$ cat config.mk
export PLATFORM = sky130hd
export DESIGN_NAME = seg7_scan
export DESIGN_NICKNAME = d
export VERILOG_FILES = /design/src/rtl/seg7_pkg.sv /design/src/rtl/seg7_decode.sv /design/src/rtl/seg7_scan.sv
export SDC_FILE = /design/constraint.sdc
export NUM_CORES = 1
export LEC_CHECK = 0
export ABC_AREA = 1
export CAP_MARGIN = 25
export CORE_MARGIN = 2
export CORE_UTILIZATION = 31
export DETAILED_ROUTE_END_ITERATION = 8
export SLEW_MARGIN = 30
export SYNTH_ARGS = -nofsm -noshare
export SYNTH_HDL_FRONTEND = slang
export SYNTH_HIERARCHICAL = 1
export SYNTH_SLANG_ARGS = --single-unit
$ cat constraint.sdc
create_clock -name clk -period 3.3 [get_ports clk]
set_input_delay 0.33 -clock clk [delete_from_list [all_inputs] [get_ports clk]]
set_output_delay 0.33 -clock clk [all_outputs]
set_load 0.05 [all_outputs]
$ cat src/rtl/seg7_pkg.sv
// Shared types and constants for the two-digit seven-segment scanner.
package seg7_pkg;

  // Scan sequence: a dark dead-time before each digit slot stops ghosting.
  typedef enum logic [1:0] {
    BLANK_T = 2'd0,
    SHOW_T  = 2'd1,
    BLANK_U = 2'd2,
    SHOW_U  = 2'd3
  } state_e;

  // Segment patterns, active-low, bit order {g,f,e,d,c,b,a}.
  localparam logic [6:0] SEG_OFF  = 7'h7F;
  localparam logic [6:0] SEG_DASH = 7'b0111111;
  localparam logic [6:0] SEG_0    = 7'b1000000;
  localparam logic [6:0] SEG_1    = 7'b1111001;
  localparam logic [6:0] SEG_2    = 7'b0100100;
  localparam logic [6:0] SEG_3    = 7'b0110000;
  localparam logic [6:0] SEG_4    = 7'b0011001;
  localparam logic [6:0] SEG_5    = 7'b0010010;
  localparam logic [6:0] SEG_6    = 7'b0000010;
  localparam logic [6:0] SEG_7    = 7'b1111000;
  localparam logic [6:0] SEG_8    = 7'b0000000;
  localparam logic [6:0] SEG_9    = 7'b0010000;

  // Digit enables, active-low: [1] = tens, [0] = units.
  localparam logic [1:0] DIG_NONE  = 2'b11;
  localparam logic [1:0] DIG_TENS  = 2'b01;
  localparam logic [1:0] DIG_UNITS = 2'b10;

  // True for the dead-time states.
  function automatic logic is_blank_state(input state_e s);
    return (s == BLANK_T) || (s == BLANK_U);
  endfunction

endpackage

$ cat src/rtl/seg7_decode.sv
// BCD digit to active-low seven-segment pattern; non-BCD codes show a dash.
module seg7_decode
  import seg7_pkg::*;
(
  input  logic [3:0] digit_i,
  output logic [6:0] seg_n_o
);

  // Pure lookup; values 10..15 are flagged to the viewer as a dash.
  always_comb begin
    seg_n_o = SEG_DASH;
    case (digit_i)
      4'd0:    seg_n_o = SEG_0;
      4'd1:    seg_n_o = SEG_1;
      4'd2:    seg_n_o = SEG_2;
      4'd3:    seg_n_o = SEG_3;
      4'd4:    seg_n_o = SEG_4;
      4'd5:    seg_n_o = SEG_5;
      4'd6:    seg_n_o = SEG_6;
      4'd7:    seg_n_o = SEG_7;
      4'd8:    seg_n_o = SEG_8;
      4'd9:    seg_n_o = SEG_9;
      default: seg_n_o = SEG_DASH;
    endcase
  end

endmodule

$ cat src/rtl/seg7_scan.sv
// Two-digit multiplexed seven-segment driver with dead-time, leading-zero
// blanking and frame-synchronous blink. Digits are captured once per frame
// so a display refresh never mixes old and new values.
module seg7_scan
  import seg7_pkg::*;
#(
  parameter int unsigned SCAN_DIV  = 1000,
  parameter int unsigned BLANK_CYC = 16,
  parameter int unsigned BLINK_DIV = 64
) (
  input  logic       clk,
  input  logic       rst,
  input  logic [3:0] bcd_tens,
  input  logic [3:0] bcd_units,
  input  logic       blink,
  output logic [6:0] seg_n,
  output logic [1:0] dig_n,
  output logic       frame_tick
);

  localparam int unsigned CW       = $clog2(SCAN_DIV);
  localparam int unsigned SHOW_CYC = SCAN_DIV - BLANK_CYC;
  localparam int unsigned BW       = (BLINK_DIV > 1) ? $clog2(BLINK_DIV) : 1;

  localparam logic [CW-1:0] BLANK_LAST = CW'(BLANK_CYC - 1);
  localparam logic [CW-1:0] SHOW_LAST  = CW'(SHOW_CYC - 1);
  localparam logic [BW-1:0] BLINK_LAST = BW'(BLINK_DIV - 1);

  state_e          state_q, state_d;
  logic [CW-1:0]   cnt_q, cnt_d;
  logic            slot_end_s;
  logic            frame_end_s;

  logic [3:0]      tens_q, units_q;

  logic            blink_en_q;
  logic            blink_phase_q;   // 1 = lit half of the blink period
  logic [BW-1:0]   blink_cnt_q;
  logic            dark_s;

  logic [3:0]      dec_in_s;
  logic [6:0]      dec_seg_s;

  logic [6:0]      seg_d, seg_q;
  logic [1:0]      dig_d, dig_q;
  logic            tick_d, tick_q;

  // Detect the last cycle of the current slot and of the whole frame.
  always_comb begin
    slot_end_s  = 1'b0;
    frame_end_s = 1'b0;
    if (is_blank_state(state_q)) begin
      slot_end_s = (cnt_q == BLANK_LAST);
    end else begin
      slot_end_s = (cnt_q == SHOW_LAST);
    end
    frame_end_s = (state_q == SHOW_U) && slot_end_s;
  end

  // Next-state logic: advance through the four slots, restarting the counter.
  always_comb begin
    state_d = state_q;
    cnt_d   = cnt_q;
    if (slot_end_s) begin
      cnt_d = {CW{1'b0}};
      case (state_q)
        BLANK_T: state_d = SHOW_T;
        SHOW_T:  state_d = BLANK_U;
        BLANK_U: state_d = SHOW_U;
        SHOW_U:  state_d = BLANK_T;
        default: state_d = BLANK_T;
      endcase
    end else begin
      cnt_d = cnt_q + CW'(1);
    end
  end

  // State and slot counter registers.
  always_ff @(posedge clk or posedge rst) begin
    if (rst) begin
      state_q <= BLANK_T;
      cnt_q   <= {CW{1'b0}};
    end else begin
      state_q <= state_d;
      cnt_q   <= cnt_d;
    end
  end

  // Capture the digits once per frame, on its final cycle, to avoid tearing.
  always_ff @(posedge clk or posedge rst) begin
    if (rst) begin
      tens_q  <= 4'd0;
      units_q <= 4'd0;
    end else if (frame_end_s) begin
      tens_q  <= bcd_tens;
      units_q <= bcd_units;
    end
  end

  // Blink request is sampled at frame ends; the phase flips every BLINK_DIV
  // blinking frames and restarts lit whenever blinking is off.
  always_ff @(posedge clk or posedge rst) begin
    if (rst) begin
      blink_en_q    <= 1'b0;
      blink_phase_q <= 1'b1;
      blink_cnt_q   <= {BW{1'b0}};
    end else if (frame_end_s) begin
      blink_en_q <= blink;
      if (!blink) begin
        blink_phase_q <= 1'b1;
        blink_cnt_q   <= {BW{1'b0}};
      end else if (blink_en_q) begin
        if (blink_cnt_q == BLINK_LAST) begin
          blink_cnt_q   <= {BW{1'b0}};
          blink_phase_q <= ~blink_phase_q;
        end else begin
          blink_cnt_q <= blink_cnt_q + BW'(1);
        end
      end else begin
        blink_phase_q <= 1'b1;
        blink_cnt_q   <= {BW{1'b0}};
      end
    end
  end

  assign dark_s = blink_en_q && !blink_phase_q;

  // Select which held digit feeds the shared decoder for the upcoming slot.
  always_comb begin
    dec_in_s = units_q;
    if (state_d == SHOW_T) begin
      dec_in_s = tens_q;
    end else begin
      dec_in_s = units_q;
    end
  end

  seg7_decode u_decode (
    .digit_i (dec_in_s),
    .seg_n_o (dec_seg_s)
  );

  // Outputs are computed for the next state so they are valid in its first cycle.
  always_comb begin
    seg_d  = SEG_OFF;
    dig_d  = DIG_NONE;
    tick_d = 1'b0;
    case (state_d)
      SHOW_T: begin
        if (!dark_s && (tens_q != 4'd0)) begin
          dig_d = DIG_TENS;
          seg_d = dec_seg_s;
        end else begin
          dig_d = DIG_NONE;
          seg_d = SEG_OFF;
        end
      end
      SHOW_U: begin
        if (!dark_s) begin
          dig_d = DIG_UNITS;
          seg_d = dec_seg_s;
        end else begin
          dig_d = DIG_NONE;
          seg_d = SEG_OFF;
        end
        tick_d = (cnt_d == SHOW_LAST);
      end
      default: begin
        dig_d = DIG_NONE;
        seg_d = SEG_OFF;
      end
    endcase
  end

  // Registered display outputs and frame pulse.
  always_ff @(posedge clk or posedge rst) begin
    if (rst) begin
      seg_q  <= SEG_OFF;
      dig_q  <= DIG_NONE;
      tick_q <= 1'b0;
    end else begin
      seg_q  <= seg_d;
      dig_q  <= dig_d;
      tick_q <= tick_d;
    end
  end

  assign seg_n      = seg_q;
  assign dig_n      = dig_q;
  assign frame_tick = tick_q;

endmodule

# Yosys cells after proc, flatten, opt, wreduce, memory -nomap -nowiden
# Memories as Yosys holds them, arrays and structs flattened.
# Index checks and enable logic that the tools add are counted.
# op_classes
addsub	2
multipliers	0
div	0
n_lt_le_gt_ge	0
eq_ne	10
n_shift	0
n_mux	18
bitwise_logic	1
reduce_logical	9
# ops
op	n
10-bit equality test, second input constant	2
6-bit 2-to-1 mux	3
7-bit 2-to-1 mux	2
7-bit case mux with 2 select lines	1
10-bit by 1-bit adder with 10-bit output, second input constant	1
10-bit by 4-bit equality test with 1-bit output, second input constant	1
10-bit 2-to-1 mux	1
2-bit case mux with 4 select lines	1
6-bit by 1-bit adder with 6-bit output, second input constant	1
2-bit equality test, second input constant	3
6-bit equality test, second input constant	1
1-bit 2-to-1 mux	6
2-bit by 1-bit equality test with 1-bit output, second input constant	2
2-bit 2-to-1 mux	2
4-bit 2-to-1 mux	1
2-bit case mux with 2 select lines	1
4-bit nonzero test	1
1-bit logical AND	3
3-bit by 2-bit inequality test with 1-bit output, second input constant	1
1-bit zero test	2
2-bit zero test	1
2-bit AND reduction	1
1-bit logical OR	1
1-bit inverter	1
# word_totals
register_bits	38
latch_bits	0
ram_bits	0
rom_bits	112
in_bits	11
out_inout_bits	10
memories	1
# mem_list
name	depth	width	read_ports	rd_clocked_by_memory_dff	write_ports	line_no	source
(no name shown)	16	7	1	0	0	seg7_decode.sv:12	case (digit_i)

# Logic depth before layout (Yosys ltp)
# An unclocked memory read counts as a cell.
# depth
ltp_word	9
depth_mapped	21
mapped_depth_nobuf	21

# Hierarchy
# Netlist, hierarchy kept.
# modules_own_cells
module	n_inst	cells_each	area_per_inst_um2	seq_area_each_um2
seg7_scan	1	266	2222.1	963.4
seg7_decode	1	35	186.4	0.0

# Worst setup path after synthesis
# Ideal clock, no wire load.
# synth_timing
kind	register -> register
from	reg cnt_q[0]
to	reg seg_q[3] (netlist: seg_n[3])
arrival_ns	2.340
t_required_ns	3.221
setup_slack_ns	0.881
path_stages_with_launch	20
period_less_slack_ns	2.419
path_cell_list	dfrtp_1 ha_1 nand2_2 nor2_8 nand3_4 nand2_4 nand2_4 buf_6 nand2_8 nand2_2 nand2_2 inv_1 ha_1 nand2_1 nand3_1 nand2_1 nor2_1 nand2_2 nand2_1 nand2_1
# synth_between
elab_chain_len	8
word_cells_on_any_way	11
# synth_rtl
element	line_no	source
from (decl)	seg7_scan.sv:30	logic [CW-1:0] cnt_q, cnt_d;
from (signal assigned)	seg7_scan.sv:82	cnt_q <= {CW{1'b0}};
from (signal assigned)	seg7_scan.sv:85	cnt_q <= cnt_d;
10-bit equality test / 10-bit by 4-bit equality test with 1-bit output (equally long branches)	seg7_scan.sv:55, seg7_scan.sv:53	
1-bit 2-to-1 mux (*)	seg7_scan.sv:52	if (is_blank_state(state_q)) begin
2-bit 2-to-1 mux (*)	seg7_scan.sv:64	if (slot_end_s) begin
2-bit by 1-bit equality test with 1-bit output (*)	seg7_scan.sv:131	if (state_d == SHOW_T) begin
4-bit 2-to-1 mux (*)	seg7_scan.sv:131	
named net dec_in_s[1]	seg7_scan.sv:41	logic [3:0] dec_in_s;
memory 16 x 7 bit (*)	n/a	
named net dec_seg_s[3]	seg7_scan.sv:42	logic [6:0] dec_seg_s;
7-bit 2-to-1 mux, on equally long branches	seg7_scan.sv:159, seg7_scan.sv:150	
7-bit case mux with 2 select lines (*)	seg7_scan.sv:148	case (state_d)
named net seg_d[3]	seg7_scan.sv:44	logic [6:0] seg_d, seg_q;
to (signal assigned)	seg7_scan.sv:182	seg_q <= seg_d;
to (decl)	seg7_scan.sv:44	
# Mark *: on every way through the listed nets, which the timed path passes. The rest lies on a longest branch.
# A chain may end at the register's enable or synchronous reset.

# Worst setup path in the final report
# Same ends and word-level chain as after synthesis.

==> qor.txt <==
Clk pin slew, worst setup/hold paths: 80 ps
core footprint: 7607 um2
CTS sink count: 38
via count of the first global-routing pass: 1784
CP Data Arrival Time: 2870 ps
Rel. slew slack: 65.29%
status: completed
clock buffer count from CTS: 5
leakage: 1.480 nW
RSZ-0062 raised after global routing: no
Post-Syn Nets: 323
final period utilization: 80.25%
library cells used by synthesis: 33
worst hold path type: in2async
gr usage total: 11.56%
HPWL Detailed: 3323 um
vias per cell: 4.255
Overflow after GRT: 0
Pre-antenna DRT Iters: 4
Worst-Skew Late Latency: 290 ps
dpl ws: 674.8 ps
flops & latches, synth: 38
Nets: 347
CP Class: reg2reg
area delta synth->final: 16.52%
post-CTS setup buffers: 0
initial core utilization: 31.66%
Crit. End Element: flop
final setup fails: 0
fraction of layout cells with a size suffix above 1: 18.10%
final worst slack: 651.6 ps
Hold-fix buffers, CTS: 0
die area: 8491 um2
sum of negative setup slack: 0 ps
GP Congestion: 0.8798
maximum number of pins on one net before global-route repair: 39
initial antenna violation count: 0
Crit. Startpoint: cnt_q[0]
PwrDens: 316.3 nW/um2
H-tree levels: 2
Post-synth EDFFs: 0
Die W: 92.15 um
crit path max fanout: 11
async set-reset flop share out of synthesis: 100.0%
max-cap viol count: 0
most frequent cells in the layout: 83 x nand2_1, 48 x inv_1, 28 x dfrtp_1
row count: 32
Die H: 92.15 um
routed via count: 1821
antenna cell count: 0
commonest non-fill, non-tap cell in the layout: nand2_1
min cycle time layout: 2648 ps
root buffer cell: clkbuf_8
first-pass GRT wire length: 7859 um
Cells after Synth: 301
Worst-Margin Slew: 518.7 ps
DRT iter0 DRCs: 65
post-route ant nets: 0
reg2reg start: cnt_q[0]
syn avg cell area: 8.002 um2
Data required, critical path: 3520 ps
clock skew: 6.117 ps
DRC violations left: 0
Peak Freq: 377.6 MHz
drt wl/cell: 10.35 um
startpoint types: flop
Max VDD drop: 0.1479 mV
cell area after synthesis: 2409 um2
Syn. warnings: 6
TritonCTS clock tree: yes
io pins: 21
Max Slew Vio Count: 0
Main synth FF type: dfrtp_1
post-cts repair resize count: 0
Clock Tree Buf Depth: 2
sequential share of the synthesized area: 40.00%
Final Hold Viols: 0
Port-buffer cells: 20
WL final: 4431 um
-- synth_stat cells (3+ instances only) --
cell type | instances | share of area [%]
inv_2 | 3 | 0.47
nand2_2 | 10 | 2.6
o21ai_2 | 3 | 1.1
nand4_1 | 6 | 1.6
nand2_1 | 83 | 13
inv_1 | 48 | 7.5
ha_1 | 11 | 5.7
dfrtp_1 | 28 | 29
a21oi_1 | 6 | 1.2
nor2_2 | 3 | 0.78
nand3_1 | 17 | 3.5
dfstp_2 | 10 | 11
nand3_2 | 7 | 2.9
nand2_4 | 5 | 2.3
nor2_1 | 27 | 4.2
o21ai_1 | 7 | 1.5
o21ai_0 | 7 | 1.5
-- kinds of logic (layout without fill, tap and decap cells) --
family	Yosys count	in the layout	share of synthesized area, %
xor+xnor	2	2	0.7274
simple gates	168	168	37.30
flops	38	38	40.00
fa+ha+maj	11	11	5.714
compound gates	25	25	5.818
buf+inv	57	82	10.44
-- state kept, by name (all words and copies together), names as in the netlist --
register / flops
seg_n: 7
blink_cnt_q: 6
blink_en_q: 1
frame_tick: 1
cnt_q: 10
dig_n: 2
state_q: 2
units_q: 4
blink_phase_q: 1
tens_q: 4
-- layer usage --
metal  global-route usage, %  vias to the layer above  routed length, um
li1                        -                      976                  -
met1                   14.37                      814               2220
met2                   19.61                       25               1999
met3                   2.465                        6                131
met4                   4.478                        0                 80
met5                       0                        -                  0
-- metrics by stage --
stage | cell area [um2] | power, W | hold WS [ps] | std cells | utilization (%)
2_1_floorplan | 2409 | 0.0004826 | 439.6 | 301 | -
3_3_place_gp | 2696 | 0.0004990 | 491.6 | 420 | 35.44
3_5_place_dp | 2696 | 0.0004992 | 494.2 | 420 | 35.44
4_1_cts | 2806 | 0.0009023 | 466.7 | 428 | 36.89
5_1_grt | 2806 | 0.0009261 | 510.5 | 428 | 36.89
6_report | 2806 | 0.0008876 | 442.0 | 428 | 36.89
-- worst paths after layout --
| path | end | slack (ps) | depth (start not counted) |
|---|---|---|---|
| worst max-delay path | seg_n[3] | 650 | 18 |
| worst min-delay path | cnt_q[1] | 440 | 3 |
| worst max register to register | seg_n[3] | 650 | 18 |
| worst min register to register | units_q[2] | 510 | 2 |
| max in group asynchronous | seg_n[4] | 2480 | 3 |
| min in group clk | units_q[2] | 510 | 2 |
-- critical path, cell delays in order (launching register included) --
cell	delay [ps]
dfrtp_1	460
ha_1	240
nand2_2	130
nor2_8	170
nand3_4	150
nand2_4	90
nand2_4	140
nand2_8	140
nand2_2	50
nand2_2	90
inv_1	100
ha_1	290
nand2_1	70
nand3_1	100
nand2_1	60
nor2_1	130
nand2_2	60
nand2_1	60
nand2_1	40
-- cell type report --
cell class | count | area, um2
Sequential cell | 38 | 963.4
Clock inverter | 2 | 37.54
Inverter | 53 | 203.9
Clock buffer | 6 | 72.57
Fill cell | 796 | 4801
Tap cell | 102 | 127.6
Multi-Input combinational cell | 206 | 1194
Timing Repair Buffer | 21 | 207.7
-- power breakdown --
part           switching [W]  internal [W]  leakage, nW   total, W
logic              0.0000121     0.0000114         1.03  0.0000234
registers                  0      0.000466        0.403   0.000466
clock network       0.000173      0.000226       0.0514   0.000398
total               0.000185      0.000703         1.48   0.000888
No activity file was read; power rests on OpenSTA's default activity.
